**config.mk**
```make
export PLATFORM = sky130hd
export DESIGN_NAME = decode_stage
export DESIGN_NICKNAME = d
export VERILOG_FILES = /design/src/rtl/decode_stage.sv
export SDC_FILE = /design/constraint.sdc
export NUM_CORES = 1
export LEC_CHECK = 0
export CAP_MARGIN = 30
export CORE_UTILIZATION = 39
export DETAILED_ROUTE_END_ITERATION = 8
export PLACE_DENSITY = 0.84
export RECOVER_POWER = 25
export SLEW_MARGIN = 20
export SYNTH_ARGS = -nofsm -noshare
export SYNTH_HDL_FRONTEND = slang
export SYNTH_SLANG_ARGS = --single-unit
```
**constraint.sdc**
```tcl
create_clock -name clk -period 2.1 [get_ports clk]
set_input_delay 0.315 -clock clk [delete_from_list [all_inputs] [get_ports clk]]
set_output_delay 0.315 -clock clk [all_outputs]
set_load 0.01 [all_outputs]
```
**src/rtl/decode_stage.sv**
```systemverilog
// Registered RV32I-subset decode stage with valid/ready handshakes, load-use stall, flush and a saturating accept counter.
// Optional simulation trace of every accepted instruction when DECODE_TRACE_EN is defined.
module decode_stage #(
    parameter int IMM_W = 32,
    parameter int REG_W = 5,
    parameter int CNT_W = 16
) (
    input  logic             clk,
    input  logic             rst_n,
    input  logic             in_valid,
    output logic             in_ready,
    input  logic [31:0]      in_instr,
    input  logic             flush,
    output logic             out_valid,
    input  logic             out_ready,
    output logic [REG_W-1:0] out_rs1,
    output logic [REG_W-1:0] out_rs2,
    output logic [REG_W-1:0] out_rd,
    output logic [IMM_W-1:0] out_imm,
    output logic [2:0]       out_alu_op,
    output logic             out_has_imm,
    output logic             out_rf_we,
    output logic             out_mem_we,
    output logic             out_mem_re,
    output logic             out_branch,
    output logic             out_branch_ne,
    output logic             out_illegal,
    output logic [CNT_W-1:0] instr_cnt
);

    localparam logic [6:0] OPC_OPIMM  = 7'b0010011;
    localparam logic [6:0] OPC_OP     = 7'b0110011;
    localparam logic [6:0] OPC_LOAD   = 7'b0000011;
    localparam logic [6:0] OPC_STORE  = 7'b0100011;
    localparam logic [6:0] OPC_BRANCH = 7'b1100011;

    logic [6:0]       opcode;
    logic [2:0]       funct3;
    logic [6:0]       funct7;
    logic [REG_W-1:0] dec_rs1, dec_rs2, dec_rd;
    logic [IMM_W-1:0] imm_i, imm_s, imm_b, dec_imm;
    logic [2:0]       dec_alu_op, alu_code;
    logic             alu_legal;
    logic             dec_has_imm, dec_rf_we, dec_mem_we, dec_mem_re;
    logic             dec_branch, dec_branch_ne, dec_illegal;
    logic             uses_rs1, uses_rs2, hazard, accept;

    assign opcode  = in_instr[6:0];
    assign funct3  = in_instr[14:12];
    assign funct7  = in_instr[31:25];
    assign dec_rd  = REG_W'(in_instr[11:7]);
    assign dec_rs1 = REG_W'(in_instr[19:15]);
    assign dec_rs2 = REG_W'(in_instr[24:20]);

    assign imm_i = {{(IMM_W-12){in_instr[31]}}, in_instr[31:20]};
    assign imm_s = {{(IMM_W-12){in_instr[31]}}, in_instr[31:25], in_instr[11:7]};
    assign imm_b = {{(IMM_W-13){in_instr[31]}}, in_instr[31], in_instr[7],
                    in_instr[30:25], in_instr[11:8], 1'b0};

    // funct3 doubles as the ALU code except ADD (000), which maps to 001
    assign alu_legal = (funct3 == 3'b000) || (funct3 == 3'b100) ||
                       (funct3 == 3'b110) || (funct3 == 3'b111);
    assign alu_code  = (funct3 == 3'b000) ? 3'b001 : funct3;

    always_comb begin
        dec_imm       = '0;
        dec_alu_op    = 3'b000;
        dec_has_imm   = 1'b0;
        dec_rf_we     = 1'b0;
        dec_mem_we    = 1'b0;
        dec_mem_re    = 1'b0;
        dec_branch    = 1'b0;
        dec_branch_ne = 1'b0;
        dec_illegal   = 1'b1;
        case (opcode)
            OPC_OPIMM: if (alu_legal) begin
                dec_illegal = 1'b0;
                dec_alu_op  = alu_code;
                dec_imm     = imm_i;
                dec_has_imm = 1'b1;
                dec_rf_we   = 1'b1;
            end
            OPC_OP: if (alu_legal && funct7 == 7'd0) begin
                dec_illegal = 1'b0;
                dec_alu_op  = alu_code;
                dec_rf_we   = 1'b1;
            end
            OPC_LOAD: if (funct3 == 3'b010) begin
                dec_illegal = 1'b0;
                dec_alu_op  = 3'b001;
                dec_imm     = imm_i;
                dec_has_imm = 1'b1;
                dec_mem_re  = 1'b1;
                dec_rf_we   = 1'b1;
            end
            OPC_STORE: if (funct3 == 3'b010) begin
                dec_illegal = 1'b0;
                dec_alu_op  = 3'b001;
                dec_imm     = imm_s;
                dec_has_imm = 1'b1;
                dec_mem_we  = 1'b1;
            end
            OPC_BRANCH: if (funct3[2:1] == 2'b00) begin
                dec_illegal   = 1'b0;
                dec_alu_op    = 3'b100;
                dec_imm       = imm_b;
                dec_branch    = 1'b1;
                dec_branch_ne = funct3[0];
            end
            default: ;
        endcase
    end

    // Operand usage follows the instruction format, independent of funct legality
    assign uses_rs1 = (opcode == OPC_OPIMM) || (opcode == OPC_OP) || (opcode == OPC_LOAD) ||
                      (opcode == OPC_STORE) || (opcode == OPC_BRANCH);
    assign uses_rs2 = (opcode == OPC_OP) || (opcode == OPC_STORE) || (opcode == OPC_BRANCH);

    assign hazard   = out_valid && out_mem_re && (out_rd != '0) &&
                      ((uses_rs1 && dec_rs1 == out_rd) || (uses_rs2 && dec_rs2 == out_rd));
    assign in_ready = !flush && !hazard && (!out_valid || out_ready);
    assign accept   = in_valid && in_ready;

    always_ff @(posedge clk or negedge rst_n) begin
        if (!rst_n) begin
            out_valid     <= 1'b0;
            out_rs1       <= '0;
            out_rs2       <= '0;
            out_rd        <= '0;
            out_imm       <= '0;
            out_alu_op    <= 3'b000;
            out_has_imm   <= 1'b0;
            out_rf_we     <= 1'b0;
            out_mem_we    <= 1'b0;
            out_mem_re    <= 1'b0;
            out_branch    <= 1'b0;
            out_branch_ne <= 1'b0;
            out_illegal   <= 1'b0;
        end else if (flush) begin
            out_valid <= 1'b0;
        end else if (accept) begin
            out_valid     <= 1'b1;
            out_rs1       <= dec_rs1;
            out_rs2       <= dec_rs2;
            out_rd        <= dec_rd;
            out_imm       <= dec_imm;
            out_alu_op    <= dec_alu_op;
            out_has_imm   <= dec_has_imm;
            out_rf_we     <= dec_rf_we;
            out_mem_we    <= dec_mem_we;
            out_mem_re    <= dec_mem_re;
            out_branch    <= dec_branch;
            out_branch_ne <= dec_branch_ne;
            out_illegal   <= dec_illegal;
        end else if (out_ready) begin
            out_valid <= 1'b0;
        end
    end

    always_ff @(posedge clk or negedge rst_n) begin
        if (!rst_n)
            instr_cnt <= '0;
        else if (accept && instr_cnt != '1)
            instr_cnt <= instr_cnt + 1'b1;
    end

`ifdef DECODE_TRACE_EN
    function automatic string mnemonic(input logic [6:0] opc, input logic [2:0] f3, input logic ill);
        string s;
        s = "ILLEGAL";
        if (!ill) begin
            case (opc)
                OPC_OPIMM:  s = (f3 == 3'b000) ? "ADDI" : (f3 == 3'b100) ? "XORI" :
                                (f3 == 3'b110) ? "ORI"  : "ANDI";
                OPC_OP:     s = (f3 == 3'b000) ? "ADD"  : (f3 == 3'b100) ? "XOR"  :
                                (f3 == 3'b110) ? "OR"   : "AND";
                OPC_LOAD:   s = "LW";
                OPC_STORE:  s = "SW";
                OPC_BRANCH: s = f3[0] ? "BNE" : "BEQ";
                default:    s = "ILLEGAL";
            endcase
        end
        return s;
    endfunction

    always @(posedge clk) begin
        if (rst_n && accept)
            $display("%0t %s rd=%h rs1=%h rs2=%h imm=%h", $time,
                     mnemonic(opcode, funct3, dec_illegal), dec_rd, dec_rs1, dec_rs2, dec_imm);
    end
`endif

endmodule

```
* Yosys cells after proc, flatten, opt, wreduce, memory -nomap -nowiden
Cells that the tools add are included.
** Word-level totals
- Register bits :: 74
- Bits of input ports :: 37
- Output and inout bits :: 75
- Logic and storage cells :: 89
** Operators by class
- Add/sub/neg operators :: 1
- Equality and inequality tests :: 12
- Muxes and demuxes :: 30
- Bitwise gates (word level) :: 1
- Reduce and logical (&&, ||, !) cells :: 31
** Operator list (number)
- two-way mux 32 bit :: 4
- one-hot mux 32 bit (4 select lines) :: 1
- two-way mux 1 bit :: 17
- adder 16 x 1 -> 16 bit, second input constant :: 1
- inequality test 16 bit, second input constant :: 1
- equality test 7 x 6 -> 1 bit, second input constant :: 2
- two-way mux 3 bit :: 4
- one-hot mux 3 bit (4 select lines) :: 1
- logical OR 1 bit :: 11
- equality test 5 bit :: 2
- logical AND 1 bit :: 10
- equality test 3 bit, second input constant :: 3
- equality test 7 x 2 -> 1 bit, second input constant :: 1
- equality test 7 x 5 -> 1 bit, second input constant :: 1
- equality test 7 bit, second input constant :: 1
- logical NOT 7 bit :: 1
- nonzero test 5 bit :: 1
- one-hot mux 1 bit (4 select lines) :: 1
- equality test 3 x 2 -> 1 bit, second input constant :: 1
- logical NOT 1 bit :: 3
- logical NOT 3 bit :: 1
- one-hot mux 1 bit (3 select lines) :: 1
- nonzero test 3 bit :: 1
- logical NOT 2 bit :: 1
- other kinds (4) :: 4

* Depth between registers and ports, before layout
Gate-level depths: netlist (run 1).
- Word-level depth :: 14
- Mapped depth :: 8
- Gate-level depth less buffers :: 7

* Worst setup path before layout (run 1)
No wires, ideal clock.
- Path type :: reg-to-reg
- Start :: register out_rd[1]
- End :: register instr_cnt[7]
- Arrival :: 1.896 ns
- Setup slack :: 0.079 ns
- Cell stages (with the launch flop) :: 6
- Buffers on the path :: 0
- Clock period less this slack :: 2.021 ns
- Path through :: dfrtp_1 or4_4 o21ai_4 nor2_2 or4_1 xnor2_1
** On the way
- Word-level cells in the longest chain between the ends :: 9
- Elaborated cells on any way between the ends :: 13
- Classes of those cells :: eq/ne (2); reduce/logical (11)
** RTL lines
- from (decl) :: RTL line 18 : output logic [REG_W-1:0] out_rd,
- from (signal assigned) :: RTL line 145 : out_rd <= dec_rd;
- equality test 5 bit :: RTL line 120 : ((uses_rs1 && dec_rs1 == out_rd) || (uses_rs2 && dec_rs2 == out_rd));
- logical AND 1 bit :: RTL line 120
- logical OR 1 bit :: RTL line 120
- logical AND 1 bit * :: RTL line 119 : assign hazard = out_valid && out_mem_re && (out_rd != '0) &&
- logical NOT 1 bit * :: RTL line 121 : assign in_ready = !flush && !hazard && (!out_valid || out_ready);
- logical AND 1 bit * (2 in a row) :: RTL line 121
- logical AND 1 bit * :: RTL line 122 : assign accept = in_valid && in_ready;
- logical AND 1 bit * :: RTL line 163 : else if (accept && instr_cnt != '1)
- to (signal assigned) :: RTL line 164 : instr_cnt <= instr_cnt + 1'b1;
- to (decl) :: RTL line 28 : output logic [CNT_W-1:0] instr_cnt
Every way passes the cells marked *; elsewhere a longest branch is shown, timed or not.
A chain may end at the register's enable or synchronous reset.

* Final worst setup path (run 1)
- Start :: register out_rd[2]
- End :: register instr_cnt[7]
The elaborated chain is that of the path after synthesis.

==> summary.txt, run 1 <==
Outcome
  – Failing checks: negative setup slack
  – Status: complete, but fails checks

Clock network
  – CTS Buf Count: 5
  – Max clock buf depth: 2
  – Clk Tree Root Cell: clkbuf_8
  – CTS tree: yes
  – H-tree levels: 2
  – Clk slew on worst S/H paths: 0.10 ns
  – Clock latency on the worst-skew pair: 0.29 ns
  – CTS Sinks: 55
  – Post-CTS Hold Fix Bufs: 0

Logic synthesis
  – Seq/Total Area, Yosys: 0.485
  – Yosys top cell area share: 0.485
  – Netlist Area Pre-Place: 0.00284 mm²
  – Syn avg cell area: 11.1 µm²
  – Post-synth top area cell: dfrtp_1
  – Yosys warns: 0
  – Synth Flop Type: dfrtp_1
  – Most frequent cell after synthesis: dfrtp_1
  – Syn Inst Count: 256
  – Post-synth EDFFs: 0
  – Post-synth top cells: dfrtp_1 (55), nand2_1 (25), mux2_2 (20), buf_4 (19), xor2_1 (16)
  – Yosys cell types: 47
  – Async SR Flop Fraction: 1.00
  – Syn_nets: 294
  – Number of synthesized register bits: 55
  – Synth top area cells: dfrtp_1 (48%), mux2_2 (7.9%), buf_4 (5.0%)

STA
  – Final period util: 1.01
  – Fin crit period: 2.11 ns
  – Slew headroom: 0.0868
  – Hold_ws: 0.403 ns
  – Fmax: 473 MHz
  – Final Max Tran Viols: 0
  – Final worst setup slack: -0.0139 ns
  – Final setup violation count: 2
  – Actual slew at the worst max-slew pin: 1.37 ns
  – Final Hold Fails: 0
  – Setup Skew: 0.00681 ns
  – RSZ-0062 raised after global routing: yes

Die
  – Io pins: 112
  – Site row count: 30
  – Die X: 87.3 µm
  – CORE AREA: 0.00691 mm²
  – Die area: 0.00762 mm²
  – Height of the die: 87.3 µm
  – Initial Util: 0.411

Setup path
  – WS Path Type: reg2reg
  – CP endpoint kind: register
  – Critical Path Fanout Max: 6
  – CP Launch Point: out_rd[2]$_DFFE_PN0P_
  – Critical Path RT: 2.29 ns
  – Worst flop-to-flop path startpoint: out_rd[2]$_DFFE_PN0P_
  – Worst R2R Path Depth: 6
  – Worst R2R End: instr_cnt[7]$_DFFE_PN0P_
  – Startpoint Class: register
  – Worst endpoint data arrival time: 2.30 ns
  – R2R Setup Slk: -0.01 ns

Place
  – Dpl cell area: 0.00418 mm²
  – Post-place setup slack: -0.390 ns
  – Placed instance count: 473
  – RePlAce Congestion: 0.952
  – PortBufs: 111
  – DPL Wire Length: 5520 µm

Cells and area
  – Share of cells above drive strength 1: 0.253
  – Area growth, synth to finish: 56.1%
  – Cell area after layout: 0.00443 mm²
  – ANT cells: 0
  – Final cell count without fillers: 483
  – Nets: 424

Global route
  – Total grt overflow: 0
  – Pin count of the biggest net entering global routing: 56
  – Initial antenna violation count: 0
  – First-pass GRT wire length: 11600 µm
  – Vias in the first global route: 2369
  – Total GRT Usage: 0.193

Route
  – Routed vias: 2371
  – 1st-iter DRT viols: 118
  – Routed len/inst: 15.3 µm
  – DRC: 0
  – Antenna-violating nets left: 0
  – DR pass1 iterations: 4
  – Via/cell ratio: 4.91
  – Post-Route WL: 7390 µm

Run
  – MaxCap Viol Count: 0

Hold path
  – Worst Hold Class: in2async

Power
  – Leak: 1.89 nW
  – Total power per unit cell area: 625 mW/mm²
  – Max VDD drop: 0.465 mV
## layer usage
metal  global-route usage  up-vias  share of wire
li1                     -     1157              -
met1                0.262     1144           0.46
met2                0.321       64           0.49
met3               0.0379        6          0.048
met4               0.0373        0         0.0066
met5                    0        -              0
## critical path, cell delays in order, from the launching register on
cell     delay, ns
dfrtp_1       0.40
or4_4         0.56
o21ai_4       0.18
nor2_2        0.07
buf_6         0.13
or4_4         0.53
xnor2_1       0.13
## kinds of logic (layout without fill, tap and decap cells)
| kind of cell | after synthesis | in the layout | synth area share |
|---|---|---|---|
| flip-flops | 55 | 55 | 0.485 |
| XOR/XNOR | 23 | 23 | 0.0710 |
| AND/OR/NAND/NOR | 86 | 86 | 0.185 |
| multiplexers | 22 | 22 | 0.0881 |
| adder cells (fa/ha/maj) | 1 | 1 | 0.00441 |
| buffers and inverters | 29 | 160 | 0.0674 |
| AO/OA/AOI/OAI | 40 | 40 | 0.0996 |
## registers in the layout, indices dropped and copies added (netlist names)
signal         count
instr_cnt         16
out_alu_op         3
out_branch         1
out_branch_ne      1
out_has_imm        1
out_illegal        1
out_imm           13
out_mem_re         1
out_mem_we         1
out_rd             5
out_rf_we          1
out_rs1            5
out_rs2            5
out_valid          1
## how the worst max path moves through the flow
stage | slack, ns | to | cells past startpoint
6_report | -0.01 | instr_cnt[7]$_DFFE_PN0P_ | 6
5_1_grt | -0.08 | instr_cnt[7]$_DFFE_PN0P_ | 6
4_1_cts | 0.005 | instr_cnt[7]$_DFFE_PN0P_ | 6
3_5_place_dp | -0.39 | out_rs2[0]$_DFFE_PN0P_ | 8
3_3_place_gp | -0.41 | in_ready | 7
2_1_floorplan | 0.08 | instr_cnt[7]$_DFFE_PN0P_ | 5
## stage by stage
step	setup TNS [ns]	power, W	util
after detailed placement	-15.35	0.00215	0.606
after floorplan	0	0.00165	-
after CTS	0	0.00275	0.622
final	-0.0149	0.00277	0.642
after global routing	-0.928	0.00290	0.642
after global placement	-16.57	0.00213	0.606
## cells in the final DEF, fill, tap and decap left out, drive strengths merged, types with 2 or more instances in the layout
| cell | n |
|---|---|
| nor4 | 9 |
| nand2b | 5 |
| inv | 2 |
| o21ai | 14 |
| nor2 | 15 |
| nand4 | 3 |
| a21oi | 3 |
| mux2 | 21 |
| clkbuf | 7 |
| dfrtp | 55 |
| nand3 | 10 |
| xnor2 | 7 |
| clkdlybuf4s50 | 109 |
| xor2 | 16 |
| nor4b | 2 |
| a22oi | 6 |
| or2 | 4 |
| a22o | 7 |
| a211o | 2 |
| nor3 | 7 |
| or4 | 3 |
| buf | 40 |
| nand2 | 25 |
## cell type report
class                           count  area, µm²
Sequential cell                    55       1380
Tap cell                           96        120
Fill cell                         557       2470
Multi-Input combinational cell    172       1430
Inverter                            2       7.51
Clock inverter                      2       12.5
Timing Repair Buffer              150       1420
Clock buffer                        6       72.6
## what timing repair did
action / in CTS / in global routing
gates resized for setup: 8 / 29
endpoints found under the hold margin: 0 / 0
pin swaps: 4 / 7
buffers inserted: 2 / 0
endpoints found under the setup margin: 39 / 35
## report_power, final
group	internal (W)	switching, W	total (W)
registers	0.00119	0.000135	0.00132
clock network	0.000234	0.000337	0.000571
logic	0.000523	0.000357	0.000879
Power figures use the tool's default switching activity.
==> run 2, diff against run 1 <==
Settings changed: CORE_MARGIN set to 2, CTS_CLUSTER_SIZE set to 30, REMOVE_ABC_BUFFERS set to 1.
==> run 2 against run 1 <==
- the flow still finishes with violations (negative setup slack)
- highest routed layer unchanged
- sequential power about the same
- clock power grew 12%
- maximum frequency decreased by 0.81%
- clock skew up 0.0023 ns
- largest cell class is now buffers
- non-clock buffer count rose by 10
- sequential share of layout area decreased by 0.78 points
- largest power group unchanged
- global-route usage is 0.72 points lower
- power is 2.2% higher
- first-iteration DRC count shrank 26%
==> summary.txt, run 2 (same netlist as run 1, synthesis figures left out) <==
Outcome
  – Status: complete, but fails checks
  – Failing checks: negative setup slack

Die
  – Initial Util: 0.398
  – Height of the die: 89.3 µm
  – Io pins: 112
  – Site row count: 31
  – Die area: 0.00798 mm²
  – Die X: 89.3 µm
  – CORE AREA: 0.00714 mm²

STA
  – RSZ-0062 raised after global routing: yes
  – Final worst setup slack: -0.0311 ns
  – Fin crit period: 2.13 ns
  – Fmax: 469 MHz
  – Setup Skew: 0.00915 ns
  – Actual slew at the worst max-slew pin: 1.12 ns
  – Hold_ws: 0.488 ns
  – Slew headroom: 0.253
  – Final setup violation count: 15
  – Final period util: 1.01
  – Final Hold Fails: 0
  – Final Max Tran Viols: 0

Place
  – Dpl cell area: 0.00426 mm²
  – PortBufs: 111
  – DPL Wire Length: 5840 µm
  – RePlAce Congestion: 0.845
  – Post-place setup slack: -0.346 ns

Setup path
  – Worst R2R End: out_rd[2]$_DFFE_PN0P_
  – Critical Path RT: 2.29 ns
  – Worst flop-to-flop path startpoint: out_rd[0]$_DFFE_PN0P_
  – Buf/Inv on CP: 3
  – Worst endpoint data arrival time: 2.32 ns
  – CP top delay family: buffers and inverters
  – WS Path Type: in2reg
  – Startpoint Class: input pin
  – CP peak stage delay: 0.46 ns
  – R2R Setup Slk: 0 ns
  – CP endpoint kind: register
  – Critical Path, Cell by Cell: clkdlybuf4s50_1, xor2_1, nor4_2, a2bb2oi_2, buf_4, o21bai_4, buf_12, mux2_2
  – Slowest cell on the critical path: clkdlybuf4s50_1
  – Critical Path Fanout Max: 11
  – Worst R2R Path Depth: 7

Power
  – Leak: 1.91 nW
  – Final Power: 0.00283 W
  – Total power per unit cell area: 623 mW/mm²
  – Max VDD drop: 0.335 mV

Cells and area
  – Most frequent cells in the layout: clkdlybuf4s50_1 (109), dfrtp_1 (54), buf_4 (37), nand2_1 (25), xor2_1 (16)
  – Share of cells above drive strength 1: 0.262
  – Nets: 434
  – Final core utilization: 0.637
  – Most common cell after layout, fill and taps aside: clkdlybuf4s50_1
  – Largest regs: instr_cnt (16), out_imm (13)
  – ANT cells: 0
  – Reg with most FFs: instr_cnt
  – Cell area after layout: 0.00455 mm²
  – Area growth, synth to finish: 60.2%
  – Max FFs per register: 16

Global route
  – Vias in the first global route: 2465
  – Total grt overflow: 0
  – Initial antenna violation count: 0
  – Pin count of the biggest net entering global routing: 23
  – Total GRT Usage: 0.186
  – First-pass GRT wire length: 11600 µm

Route
  – Post-Route WL: 7630 µm
  – Routed vias: 2471
  – Via/cell ratio: 4.98
  – DR pass1 iterations: 4
  – Routed len/inst: 15.4 µm
  – 1st-iter DRT viols: 87
  – Antenna-violating nets left: 0
  – DRC: 0

Clock network
  – Clk slew on worst S/H paths: 0.10 ns
  – H-tree levels: 2
  – Clock latency on the worst-skew pair: 0.30 ns
  – CTS Buf Count: 5
  – Clk Tree Root Cell: clkbuf_8
  – Max clock buf depth: 2
  – CTS tree: yes
  – CTS Sinks: 55

Run
  – MaxCap Viol Count: 0

Hold path
  – Hold Path Sink: out_alu_op[2]$_DFFE_PN0P_
  – Worst Hold Class: reg2reg
  – Hold path cells: 2
  – Hold Path Origin: out_alu_op[2]$_DFFE_PN0P_
run 2: power breakdown:
group	switching, W	internal, W	leakage, nW
sequential	0.000128	0.00119	0.711
combinational	0.000351	0.000526	1.15
clock	0.000339	0.000301	0.0505
run 2: how the worst max path moves through the flow:
stage / from / end / slack (ns) / cells after the start
global placement: in_instr[4] / in_ready / -0.36 / 7
floorplan: out_rd[3]$_DFFE_PN0P_ / out_imm[10]$_DFFE_PN0P_ / -1.62 / 6
finish: in_instr[18] / out_rd[2]$_DFFE_PN0P_ / -0.03 / 8
global route: out_rd[3]$_DFFE_PN0P_ / out_rd[0]$_DFFE_PN0P_ / -0.08 / 7
CTS: out_rd[1]$_DFFE_PN0P_ / out_rs1[2]$_DFFE_PN0P_ / -0.03 / 8
detailed placement: in_instr[4] / in_ready / -0.35 / 7
run 2: metrics by stage:
stage	cells	TNS [ns]
6_report	496	-0.313
5_1_grt	496	-1.47
4_1_cts	494	-0.240
3_5_place_dp	484	-12.64
3_3_place_gp	484	-11.00
2_1_floorplan	229	-65.26
run 2: layout make-up:
cell class	instances	area (µm²)
Clock buffer	7	96.3
Clock inverter	1	7.51
Fill cell	580	2590
Inverter	2	7.51
Multi-Input combinational cell	172	1400
Sequential cell	55	1380
Tap cell	99	124
Timing Repair Buffer	160	1530
run 2: worst reg2reg max path, cell delays in order, from the launching register on:
cell and delay [ns]:
dfrtp_2 0.45, xor2_1 0.18, nor4_2 0.30, a2bb2oi_2 0.11, buf_4 0.16, o21bai_4 0.27, buf_12 0.18, mux2_2 0.34
run 2: routing by layer:
layer	part of all wire	global-route usage
met5	0	0
met4	0.0028	0.0407
met3	0.064	0.0388
met2	0.52	0.337
met1	0.41	0.226
run 2: repair_timing:
| item | in CTS | in global routing |
|---|---|---|
| resized for setup | 16 | 17 |
| endpoints found under the hold margin | 19 | 0 |
| pin swaps | 1 | 7 |
| setup endpoints to repair | 35 | 46 |
| cloned | 0 | 1 |
| hold buffers | 1 | 0 |
| setup buffers | 1 | 1 |
